### src/rtl/mmu_tlb_if.sv
//==============================================================================
// Module      : mmu_tlb_if
// Description : Request/response, TLB write and TLB probe bundle for mmu_tlb.
// Revision    : 1.0 - initial release
//==============================================================================
`default_nettype none

interface mmu_tlb_if #(
  parameter int IDX_W  = 3,
  parameter int ASID_W = 8
);
  logic              req_valid;
  logic [31:0]       req_vaddr;
  logic              req_store;
  logic              req_ready;
  logic [ASID_W-1:0] cp0_asid;

  logic              resp_valid;
  logic [31:0]       resp_paddr;
  logic              resp_uncached;
  logic [1:0]        resp_exc;

  logic              tlbw_en;
  logic [IDX_W-1:0]  tlbw_index;
  logic [31:0]       tlbw_entryhi;
  logic [31:0]       tlbw_lo0;
  logic [31:0]       tlbw_lo1;

  logic              tlbp_en;
  logic [31:0]       tlbp_entryhi;
  logic              tlbp_done;
  logic              tlbp_hit;
  logic [IDX_W-1:0]  tlbp_index;

  modport master (
    output req_valid, req_vaddr, req_store, cp0_asid,
    output tlbw_en, tlbw_index, tlbw_entryhi, tlbw_lo0, tlbw_lo1,
    output tlbp_en, tlbp_entryhi,
    input  req_ready, resp_valid, resp_paddr, resp_uncached, resp_exc,
    input  tlbp_done, tlbp_hit, tlbp_index
  );

  modport slave (
    input  req_valid, req_vaddr, req_store, cp0_asid,
    input  tlbw_en, tlbw_index, tlbw_entryhi, tlbw_lo0, tlbw_lo1,
    input  tlbp_en, tlbp_entryhi,
    output req_ready, resp_valid, resp_paddr, resp_uncached, resp_exc,
    output tlbp_done, tlbp_hit, tlbp_index
  );
endinterface

`default_nettype wire

### src/rtl/mmu_tlb.sv
//==============================================================================
// Module      : mmu_tlb
// Description : Segment decoder plus fully-associative software-loaded joint TLB.
// Revision    : 1.0 - initial release
//==============================================================================
`default_nettype none

module mmu_tlb #(
  parameter int TLB_ENTRIES = 8,
  parameter int IDX_W       = $clog2(TLB_ENTRIES),
  parameter int ASID_W      = 8,
  parameter int MAP_KUSEG   = 1,
  parameter int MAP_KSEG23  = 1
) (
  input  wire logic   clk,
  input  wire logic   rst,
  mmu_tlb_if.slave    bus
);
  localparam logic c_map_kuseg  = (MAP_KUSEG != 0);
  localparam logic c_map_kseg23 = (MAP_KSEG23 != 0);

  logic [18:0]       r_vpn2 [TLB_ENTRIES];
  logic [ASID_W-1:0] r_asid [TLB_ENTRIES];
  logic              r_g    [TLB_ENTRIES];
  logic [19:0]       r_pfn0 [TLB_ENTRIES];
  logic [19:0]       r_pfn1 [TLB_ENTRIES];
  logic [2:0]        r_c0   [TLB_ENTRIES];
  logic [2:0]        r_c1   [TLB_ENTRIES];
  logic              r_d0   [TLB_ENTRIES];
  logic              r_d1   [TLB_ENTRIES];
  logic              r_v0   [TLB_ENTRIES];
  logic              r_v1   [TLB_ENTRIES];

  logic [TLB_ENTRIES-1:0] w_req_match;
  logic [TLB_ENTRIES-1:0] w_prb_match;
  logic                   w_req_hit;
  logic                   w_prb_hit;
  logic [IDX_W-1:0]       w_req_idx;
  logic [IDX_W-1:0]       w_prb_idx;

  logic        w_accept;
  logic        w_use_tlb;
  logic [2:0]  w_seg;
  logic [19:0] w_pfn;
  logic [2:0]  w_c;
  logic        w_d;
  logic        w_v;
  logic [31:0] w_paddr;
  logic        w_uncached;
  logic [1:0]  w_exc;
  logic        w_unused;

  assign w_unused = ^{bus.tlbw_entryhi[12:ASID_W], bus.tlbw_lo0[31:26],
                      bus.tlbw_lo1[31:26], bus.tlbp_entryhi[12:ASID_W]};

  assign w_accept      = bus.req_valid & ~bus.tlbw_en;
  assign bus.req_ready = ~bus.tlbw_en;

  generate
    for (genvar gi = 0; gi < TLB_ENTRIES; gi++) begin : g_match
      assign w_req_match[gi] = (r_vpn2[gi] == bus.req_vaddr[31:13]) &&
                               (r_g[gi] || (r_asid[gi] == bus.cp0_asid));
      assign w_prb_match[gi] = (r_vpn2[gi] == bus.tlbp_entryhi[31:13]) &&
                               (r_g[gi] || (r_asid[gi] == bus.tlbp_entryhi[ASID_W-1:0]));
    end
  endgenerate

  // Scan from the top down so the lowest matching index is the one kept.
  always_comb begin
    w_req_hit = 1'b0;
    w_req_idx = '0;
    w_prb_hit = 1'b0;
    w_prb_idx = '0;
    for (int i = TLB_ENTRIES - 1; i >= 0; i--) begin
      if (w_req_match[i]) begin
        w_req_hit = 1'b1;
        w_req_idx = IDX_W'(i);
      end
      if (w_prb_match[i]) begin
        w_prb_hit = 1'b1;
        w_prb_idx = IDX_W'(i);
      end
    end
  end

  assign w_seg     = bus.req_vaddr[31:29];
  assign w_use_tlb = (~w_seg[2] & c_map_kuseg) | ((w_seg[2:1] == 2'b11) & c_map_kseg23);

  always_comb begin
    w_pfn = bus.req_vaddr[12] ? r_pfn1[w_req_idx] : r_pfn0[w_req_idx];
    w_c   = bus.req_vaddr[12] ? r_c1[w_req_idx]   : r_c0[w_req_idx];
    w_d   = bus.req_vaddr[12] ? r_d1[w_req_idx]   : r_d0[w_req_idx];
    w_v   = bus.req_vaddr[12] ? r_v1[w_req_idx]   : r_v0[w_req_idx];

    w_paddr    = bus.req_vaddr;
    w_uncached = 1'b0;
    w_exc      = 2'b00;
    if (w_seg == 3'b100) begin
      w_paddr = {3'b000, bus.req_vaddr[28:0]};
    end else if (w_seg == 3'b101) begin
      w_paddr    = {3'b000, bus.req_vaddr[28:0]};
      w_uncached = 1'b1;
    end else if (w_use_tlb) begin
      w_paddr = 32'h0;
      if (!w_req_hit) begin
        w_exc = 2'b01;
      end else if (!w_v) begin
        w_exc = 2'b10;
      end else if (bus.req_store && !w_d) begin
        w_exc = 2'b11;
      end else begin
        w_paddr    = {w_pfn, bus.req_vaddr[11:0]};
        w_uncached = (w_c == 3'b010);
      end
    end
  end

  always_ff @(posedge clk) begin
    if (rst) begin
      for (int i = 0; i < TLB_ENTRIES; i++) begin
        r_vpn2[i] <= '0;
        r_asid[i] <= '0;
        r_g[i]    <= 1'b0;
        r_pfn0[i] <= '0;
        r_pfn1[i] <= '0;
        r_c0[i]   <= '0;
        r_c1[i]   <= '0;
        r_d0[i]   <= 1'b0;
        r_d1[i]   <= 1'b0;
        r_v0[i]   <= 1'b0;
        r_v1[i]   <= 1'b0;
      end
      bus.resp_valid    <= 1'b0;
      bus.resp_paddr    <= '0;
      bus.resp_uncached <= 1'b0;
      bus.resp_exc      <= 2'b00;
      bus.tlbp_done     <= 1'b0;
      bus.tlbp_hit      <= 1'b0;
      bus.tlbp_index    <= '0;
    end else begin
      bus.resp_valid <= w_accept;
      if (w_accept) begin
        bus.resp_paddr    <= w_paddr;
        bus.resp_uncached <= w_uncached;
        bus.resp_exc      <= w_exc;
      end
      bus.tlbp_done <= bus.tlbp_en;
      if (bus.tlbp_en) begin
        bus.tlbp_hit   <= w_prb_hit;
        bus.tlbp_index <= w_prb_idx;
      end
      // Probe logic above reads the pre-write contents in the same cycle.
      if (bus.tlbw_en) begin
        r_vpn2[bus.tlbw_index] <= bus.tlbw_entryhi[31:13];
        r_asid[bus.tlbw_index] <= bus.tlbw_entryhi[ASID_W-1:0];
        r_g[bus.tlbw_index]    <= bus.tlbw_lo0[0] & bus.tlbw_lo1[0];
        r_pfn0[bus.tlbw_index] <= bus.tlbw_lo0[25:6];
        r_pfn1[bus.tlbw_index] <= bus.tlbw_lo1[25:6];
        r_c0[bus.tlbw_index]   <= bus.tlbw_lo0[5:3];
        r_c1[bus.tlbw_index]   <= bus.tlbw_lo1[5:3];
        r_d0[bus.tlbw_index]   <= bus.tlbw_lo0[2];
        r_d1[bus.tlbw_index]   <= bus.tlbw_lo1[2];
        r_v0[bus.tlbw_index]   <= bus.tlbw_lo0[1];
        r_v1[bus.tlbw_index]   <= bus.tlbw_lo1[1];
      end
    end
  end

endmodule

`default_nettype wire

### src/flat_wrapper.sv
// flat-port wrapper written by rule: the top's interface ports become plain ports
module mmu_tlb_flat 
#(
  parameter int TLB_ENTRIES = 8,
  parameter int IDX_W       = $clog2(TLB_ENTRIES),
  parameter int ASID_W      = 8,
  parameter int MAP_KUSEG   = 1,
  parameter int MAP_KSEG23  = 1
)
  (clk, rst, bus_req_valid, bus_req_vaddr, bus_req_store, bus_cp0_asid, bus_tlbw_en, bus_tlbw_index, bus_tlbw_entryhi, bus_tlbw_lo0, bus_tlbw_lo1, bus_tlbp_en, bus_tlbp_entryhi, bus_req_ready, bus_resp_valid, bus_resp_paddr, bus_resp_uncached, bus_resp_exc, bus_tlbp_done, bus_tlbp_hit, bus_tlbp_index);
  mmu_tlb_if #(.IDX_W(IDX_W), .ASID_W(ASID_W)) bus_i ();
  input  wire logic clk;
  input  wire logic rst;
  input wire logic [$bits(bus_i.req_valid)-1:0] bus_req_valid;
  input wire logic [$bits(bus_i.req_vaddr)-1:0] bus_req_vaddr;
  input wire logic [$bits(bus_i.req_store)-1:0] bus_req_store;
  input wire logic [$bits(bus_i.cp0_asid)-1:0] bus_cp0_asid;
  input wire logic [$bits(bus_i.tlbw_en)-1:0] bus_tlbw_en;
  input wire logic [$bits(bus_i.tlbw_index)-1:0] bus_tlbw_index;
  input wire logic [$bits(bus_i.tlbw_entryhi)-1:0] bus_tlbw_entryhi;
  input wire logic [$bits(bus_i.tlbw_lo0)-1:0] bus_tlbw_lo0;
  input wire logic [$bits(bus_i.tlbw_lo1)-1:0] bus_tlbw_lo1;
  input wire logic [$bits(bus_i.tlbp_en)-1:0] bus_tlbp_en;
  input wire logic [$bits(bus_i.tlbp_entryhi)-1:0] bus_tlbp_entryhi;
  output wire logic [$bits(bus_i.req_ready)-1:0] bus_req_ready;
  output wire logic [$bits(bus_i.resp_valid)-1:0] bus_resp_valid;
  output wire logic [$bits(bus_i.resp_paddr)-1:0] bus_resp_paddr;
  output wire logic [$bits(bus_i.resp_uncached)-1:0] bus_resp_uncached;
  output wire logic [$bits(bus_i.resp_exc)-1:0] bus_resp_exc;
  output wire logic [$bits(bus_i.tlbp_done)-1:0] bus_tlbp_done;
  output wire logic [$bits(bus_i.tlbp_hit)-1:0] bus_tlbp_hit;
  output wire logic [$bits(bus_i.tlbp_index)-1:0] bus_tlbp_index;
  assign bus_i.req_valid = bus_req_valid;
  assign bus_i.req_vaddr = bus_req_vaddr;
  assign bus_i.req_store = bus_req_store;
  assign bus_i.cp0_asid = bus_cp0_asid;
  assign bus_i.tlbw_en = bus_tlbw_en;
  assign bus_i.tlbw_index = bus_tlbw_index;
  assign bus_i.tlbw_entryhi = bus_tlbw_entryhi;
  assign bus_i.tlbw_lo0 = bus_tlbw_lo0;
  assign bus_i.tlbw_lo1 = bus_tlbw_lo1;
  assign bus_i.tlbp_en = bus_tlbp_en;
  assign bus_i.tlbp_entryhi = bus_tlbp_entryhi;
  assign bus_req_ready = bus_i.req_ready;
  assign bus_resp_valid = bus_i.resp_valid;
  assign bus_resp_paddr = bus_i.resp_paddr;
  assign bus_resp_uncached = bus_i.resp_uncached;
  assign bus_resp_exc = bus_i.resp_exc;
  assign bus_tlbp_done = bus_i.tlbp_done;
  assign bus_tlbp_hit = bus_i.tlbp_hit;
  assign bus_tlbp_index = bus_i.tlbp_index;
  mmu_tlb #(.TLB_ENTRIES(TLB_ENTRIES), .IDX_W(IDX_W), .ASID_W(ASID_W), .MAP_KUSEG(MAP_KUSEG), .MAP_KSEG23(MAP_KSEG23)) u_core (.clk(clk), .rst(rst), .bus(bus_i));
endmodule
### config.mk
export PLATFORM = sky130hd
export DESIGN_NAME = mmu_tlb_flat
export DESIGN_NICKNAME = d
export VERILOG_FILES = /design/src/rtl/mmu_tlb_if.sv /design/src/rtl/mmu_tlb.sv /design/src/flat_wrapper.sv
export SDC_FILE = /design/constraint.sdc
export NUM_CORES = 1
export LEC_CHECK = 0
export ABC_AREA = 1
export CORE_MARGIN = 1.5
export CORE_UTILIZATION = 55
export CTS_CLUSTER_SIZE = 24
export DETAILED_ROUTE_END_ITERATION = 7
export GPL_TIMING_DRIVEN = 1
export HOLD_SLACK_MARGIN = 0.08
export PLACE_DENSITY = 0.72
export REMOVE_ABC_BUFFERS = 1
export SLEW_MARGIN = 10
export SYNTH_ARGS = -nofsm -noshare
export SYNTH_HDL_FRONTEND = slang
export SYNTH_SLANG_ARGS = --single-unit
### constraint.sdc
create_clock -name clk -period 7.8 [get_ports clk]
set_clock_uncertainty 0.05 [all_clocks]
set_input_delay 2.34 -clock clk [delete_from_list [all_inputs] [get_ports clk]]
set_output_delay 2.34 -clock clk [all_outputs]
set_load 0.01 [all_outputs]
==> results of run 1 <==
-- per-layer routing --
metal / vias up / GRT usage / wire [um]
met3: 294 / 0.05548 / 10650
met1: 12710 / 0.4338 / 39030
met5: - / 0 / 0
met4: 0 / 0.1684 / 5043
met2: 1555 / 0.5577 / 50950
li1: 11710 / - / -
-- path summary, 6_finish.rpt --
path | from | end | slack [ns] | cells after the start
setup / recovery | bus_req_vaddr[23] | u_core.bus.resp_paddr[29] | 1.30 | 20
hold / removal | u_core.bus.resp_exc[0] | u_core.bus.resp_exc[0] | 0.42 | 2
setup reg to reg | u_core.r_vpn2[4][6] | u_core.bus.resp_uncached | 3.41 | 16
hold reg to reg | u_core.bus.resp_exc[0] | u_core.bus.resp_exc[0] | 0.42 | 2
-- flip-flops by register name, summed over array words and instances, names as in the netlist, 3 cells and up --
| register | count |
|---|---|
| u_core.r_pfn0 | 160 |
| u_core.r_pfn1 | 160 |
| u_core.r_vpn2 | 152 |
| u_core.r_asid | 64 |
| u_core.bus.resp_paddr | 32 |
| u_core.r_c0 | 24 |
| u_core.r_c1 | 24 |
| u_core.r_d0 | 8 |
| u_core.r_d1 | 8 |
| u_core.r_g | 8 |
| u_core.r_v0 | 8 |
| u_core.r_v1 | 8 |
| u_core.bus.tlbp_index | 3 |
-- cell type report --
| cell class | count | area, um^2 |
|---|---|---|
| Fill cell | 4850 | 21480 |
| Sequential cell | 665 | 19560 |
| Multi-Input combinational cell | 2360 | 11820 |
| Timing Repair Buffer | 246 | 2375 |
| Clock buffer | 100 | 1998 |
| Tap cell | 773 | 967.2 |
| Inverter | 228 | 865.8 |
| Clock inverter | 28 | 284.0 |
| Antenna cell | 1 | 2.502 |
-- worst register-to-register path, stage by stage, from the launching register on --
cell,delay [ns]
edfxtp_1,0.42
xor2_1,0.18
nor3_1,0.45
nand3_1,0.22
nor2_1,0.38
nand2_1,0.19
nand3_1,0.20
nand2_1,0.12
nand3_4,0.28
buf_4,0.76
nand2_1,0.25
nand3_1,0.16
nand3_1,0.27
nand2_1,0.16
nor2_1,0.06
nand2_1,0.08
a21oi_1,0.06
-- metrics by stage --
stage	power [mW]	setup WS, ns	cells
global placement	5.075	0.8100	4272
floorplan	4.708	0.2044	3253
finish	8.399	1.303	4401
global route	8.617	1.196	4401
CTS	8.395	1.458	4400
detailed placement	5.100	0.8011	4272
-- cells in the final DEF (no fill, tap or decap), types with 20 or more instances in the layout --
master,count
nor2_1,794
edfxtp_1,624
nand2_1,572
nand3_1,324
inv_1,198
clkdlybuf4s50_1,196
xor2_1,157
xnor2_1,141
o21ai_0,81
clkbuf_16,73
buf_4,47
nor4_1,43
dfxtp_1,41
a21oi_1,27
nor3_1,26
nand4_1,25
inv_2,24
clkbuf_1,20
-- power breakdown --
part | switching, mW | internal [mW]
Combinational | 0.528 | 0.285
Clock | 1.42 | 1.93
Sequential | 0.109 | 4.12
Total | 2.06 | 6.34
-- cell families after synthesis --
group	Yosys count	synth area share
simple gates	1855	0.2341
flops	665	0.5894
buf+inv	433	0.05867
xor+xnor	298	0.07865
compound gates	207	0.03917
==> impl_metrics.ini, run 1 <==
[worst_setup_path]
worstPathCellList = clkdlybuf4s50_1 > xor2_1 > nor3_1 > nand3_1 > nor2_1 > nand2_1 > nand2_2 > nand2_4 > nand2_8 > nand2_8 > inv_4 > buf_4 > nand2_1 > nand3_1 > nand3_1 > nand3_1 > nand2_1 > nor2_1 > nand2_1 > a21oi_1
cp-start-kind = input pin
max_stage_delay_ns = 0.87
crit_type = input pin to flop
timing.critical_path.buf_inv = 3
critPathTopFamily = simple AND/OR/NAND/NOR gates
worstPathArrival_ns = 7.00
cp_data_required_time_ns = 8.30
endpoint_kind = flop
cp_slowest_cell = clkdlybuf4s50_1
cp_max_fo = 62

[timing]
post-route-min-period_ns = 6.497
grt_setup_unrepaired = no
hold_viol_final = 0
max_freq_ghz = 0.1539
setup_viol = 0
relSlewSlack = 0.1896
tightest_slew_ns = 1.216
whs_ns = 0.4157
fin_crit_sh = 0.8329
drv_slew = 0
fin_tns_setup_ns = 0

[synth]
synth_edf_count = 624
syn_area_um2 = 33190
synthCells = 3458
ys_seq_area_frac = 0.5894
synth.avg_cell_area_um2 = 9.597
ys_top_cells_by_count = nor2_1, edfxtp_1, nand2_1
synth_top_area_share = 0.5646
ys_seq_elements = 665
synth_cell_types = 51
synth_ff_type = edfxtp_1
synth_most_common_cell = nor2_1
ys_warn_count = 0
async_reset_ff_frac = 0
yosys.area.top_type = edfxtp_1
synthTopCellsByArea = edfxtp_1, nor2_1, nand2_1, nand3_1, xor2_1

[global_routing]
grt_usage = 0.3377
grt_max_degree = 92
grt_overflow = 0
first_global_vias = 25690
grt_pass1_wl_um = 155700
antenna_found_initial = 1

[routing]
dr.pass1.iters = 6
num_vias = 26270
ant_nets = 0
wl_per_cell_um = 24.01
drc = 0
viasPerCell = 5.969
drt_iter0_markers = 3221
wl_um = 105700

[cells_and_area]
area_growth_pct = 14.12
finalNetCount = 3749
fin_area_um2 = 37870
drive_gt1_frac = 0.06562
final_util = 0.6381

[clock_network]
cts_buffers = 71
clk_latency_ns = 0.64
cts_max_level = 3
cts-root-buf = clkbuf_16
cts.sinks = 665
cts_tree = done
clk_pin_slew_ns = 0.05
post_cts_resized = 0
cts_buffer_depth = 3
cts_hold_buffers = 0
cts_setup_buffers = 0

[run_status]
outcome = finished, final reports clean

[power]
cellPowerDensity_nw_per_um2 = 221.8
ir_drop_v = 0.0001983
p_leak_nw = 14.77

[floorplan]
start_util = 0.5591
rows = 89
ioPinCount = 219
die_x_um = 248.6
fp.dieH_um = 248.6
core-area_um2 = 59350
die_area_um2 = 61820

[place]
io_buffer_count = 196
placed_area_um2 = 35590
dpl.hpwl_um = 63990
place_congestion = 0.9483

[run]
maxCapViolations = 0

[hold_path]
hp-class = flop to flop
Note: power is estimated with default switching activity, not from simulation.
==> run 2: changes to the inputs <==
==> constraint.sdc (replaced) <==
create_clock -name clk -period 6.2 [get_ports clk]
set_clock_uncertainty 0.05 [all_clocks]
set_input_delay 1.86 -clock clk [delete_from_list [all_inputs] [get_ports clk]]
set_output_delay 1.86 -clock clk [all_outputs]
set_load 0.01 [all_outputs]
==> run 2 against run 1 <==
Net effect: clock power rose by 25%; total power rose by 26%; combinational power rose by 29%; hold slack got worse by 0.0019 ns; critical path depth did not move; design area rose by 1.8%; core utilization rose by 1.1 points; wire length fell by 1.1%; critical path type unchanged; largest cell class unchanged; largest power group unchanged.
==> impl_metrics.ini, run 2 (same netlist as run 1, synthesis figures left out) <==
[clock_network]
cts-root-buf = clkbuf_16
clk_pin_slew_ns = 0.06
cts_buffer_depth = 3
post_cts_resized = 0
cts_max_level = 3
cts_tree = done
cts_setup_buffers = 0
cts.sinks = 665
cts_buffers = 73
clk_latency_ns = 0.62
cts_hold_buffers = 0

[worst_setup_path]
crit_type = input pin to flop
cp-start-kind = input pin
cp_data_required_time_ns = 6.69
endpoint_kind = flop
worstPathArrival_ns = 6.09
cp_max_fo = 20

[timing]
relSlewSlack = 0.1703
drv_slew = 0
setup_viol = 0
tightest_slew_ns = 1.244
hold_viol_final = 0
post-route-min-period_ns = 5.605
max_freq_ghz = 0.1784
whs_ns = 0.4138
fin_ws_ns = 0.5948
grt_setup_unrepaired = no
fin_crit_sh = 0.9041

[routing]
wl_met2_um = 50410
dr_wl_met3_um = 10410
drc = 0
wl_um = 104500
wl_met1_um = 38460
viasPerCell = 5.903
ant_nets = 0
drt_iter0_markers = 2922
dr.pass1.iters = 6
dr.max_layer_used = met4
num_vias = 26340
wl_per_cell_um = 23.42

[power]
p_sw_mw = 2.609
swShare = 0.2469
p_int_mw = 7.959
comb_power_share = 0.099
seq_power_share = 0.504
power_frac_clock = 0.397
p_leak_nw = 15.11
ir_drop_v = 0.0002115
cellPowerDensity_nw_per_um2 = 274.2

[run]
maxCapViolations = 0

[global_routing]
grt_pass1_wl_um = 155800
antenna_found_initial = 1
grt_max_degree = 79
grt_overflow = 0
first_global_vias = 26230
grt_usage = 0.3360

[floorplan]
core-area_um2 = 59350
die_area_um2 = 61820
die_x_um = 248.6
start_util = 0.5591
ioPinCount = 219
fp.dieH_um = 248.6
rows = 89

[cells_and_area]
layout_common_cells = nor2_1, edfxtp_1, nand2_1, nand3_1, inv_1
final_util = 0.6493
area_growth_pct = 16.12
multiInputGateArea_um2 = 11820
top_regs = u_core.r_pfn0 (160), u_core.r_pfn1 (160), u_core.r_vpn2 (152)
layout_commonest_cell = nor2_1
seqCellArea_um2 = 19560
instances_no_fill = 4462
fin_area_um2 = 38540
drive_gt1_frac = 0.07997
finalNetCount = 3807
n_antenna_cell = 0
fillers = 4732

[place]
io_buffer_count = 196
place_ws_ns = 0.07760
placed_area_um2 = 36260
dpl.hpwl_um = 65390
place_inst = 4328
place_congestion = 0.9706

[run_status]
outcome = finished, final reports clean

[hold_path]
hp-class = flop to flop
run 2: cell types whose count changed in the layout (fill, tap and decap cells not counted):
| cell | before | now |
|---|---|---|
| clkbuf_1 | 20 | 27 |
| bufinv_16 | 4 | 2 |
| inv_6 | 1 | 0 |
| clkbuf_8 | 7 | 5 |
| diode_2 | 1 | 0 |
| clkinv_1 | 12 | 10 |
| clkbuf_16 | 73 | 75 |
| clkinvlp_4 | 0 | 1 |
| clkinv_2 | 9 | 12 |
| buf_4 | 47 | 83 |
| buf_12 | 3 | 23 |
run 2: path summary, 6_finish.rpt:
check | start | slack [ns] | to | cells after the start
worst max-delay path | bus_req_vaddr[23] | 0.59 | u_core.bus.resp_paddr[1] | 20
worst min-delay path | u_core.bus.tlbp_index[1] | 0.41 | u_core.bus.tlbp_index[1] | 2
worst max register to register | u_core.r_vpn2[6][15] | 2.45 | u_core.bus.resp_paddr[1] | 21
worst min register to register | u_core.bus.tlbp_index[1] | 0.41 | u_core.bus.tlbp_index[1] | 2
run 2: through the flow:
step / power [mW] / TNS [ns]
finish: 10.57 / 0
global route: 10.85 / 0
CTS: 10.56 / 0
detailed placement: 6.442 / 0
global placement: 6.410 / 0
floorplan: 5.923 / -198.66
run 2: critical path, cell delays in order:
cell             delay (ns)
clkdlybuf4s50_1        0.77
buf_4                  0.33
xor2_1                 0.15
nor3_1                 0.35
nand3_1                0.15
nor2_1                 0.35
o21ai_2                0.15
nand2_2                0.13
inv_2                  0.06
nand2_1                0.10
nand3_4                0.36
nand3_1                0.22
nand3_1                0.11
nand3_1                0.09
nand2_1                0.13
inv_2                  0.11
nand3_2                0.10
nand2_2                0.31
nand2_1                0.09
a21oi_1                0.14
run 2: final cells by class:
| cell class | instances | share of cell area |
|---|---|---|
| sequential | 665 | 0.5076 |
| multi-input combinational | 2360 | 0.3068 |
| timing repair buffer | 302 | 0.07903 |
| clock buffer | 107 | 0.05312 |
| tap | 773 | 0.02510 |
| inverter | 228 | 0.02247 |
| clock inverter | 27 | 0.005974 |
run 2: metal layers:
metal	GRT usage	vias to the layer above
met5	0	-
met4	0.1711	0
met3	0.05171	297
met2	0.5611	1556
met1	0.4269	12660
li1	-	11830
run 2: power by group through the flow:
stage                     registers, mW  logic (mW)  clock network [mW]
after floorplan                    5.40       0.528                   0
after global placement             5.40        1.01                   0
after detailed placement           5.41        1.03                   0
after CTS                          5.32        1.03                4.20
after global routing               5.35        1.12                4.38
final                              5.33        1.05                4.19
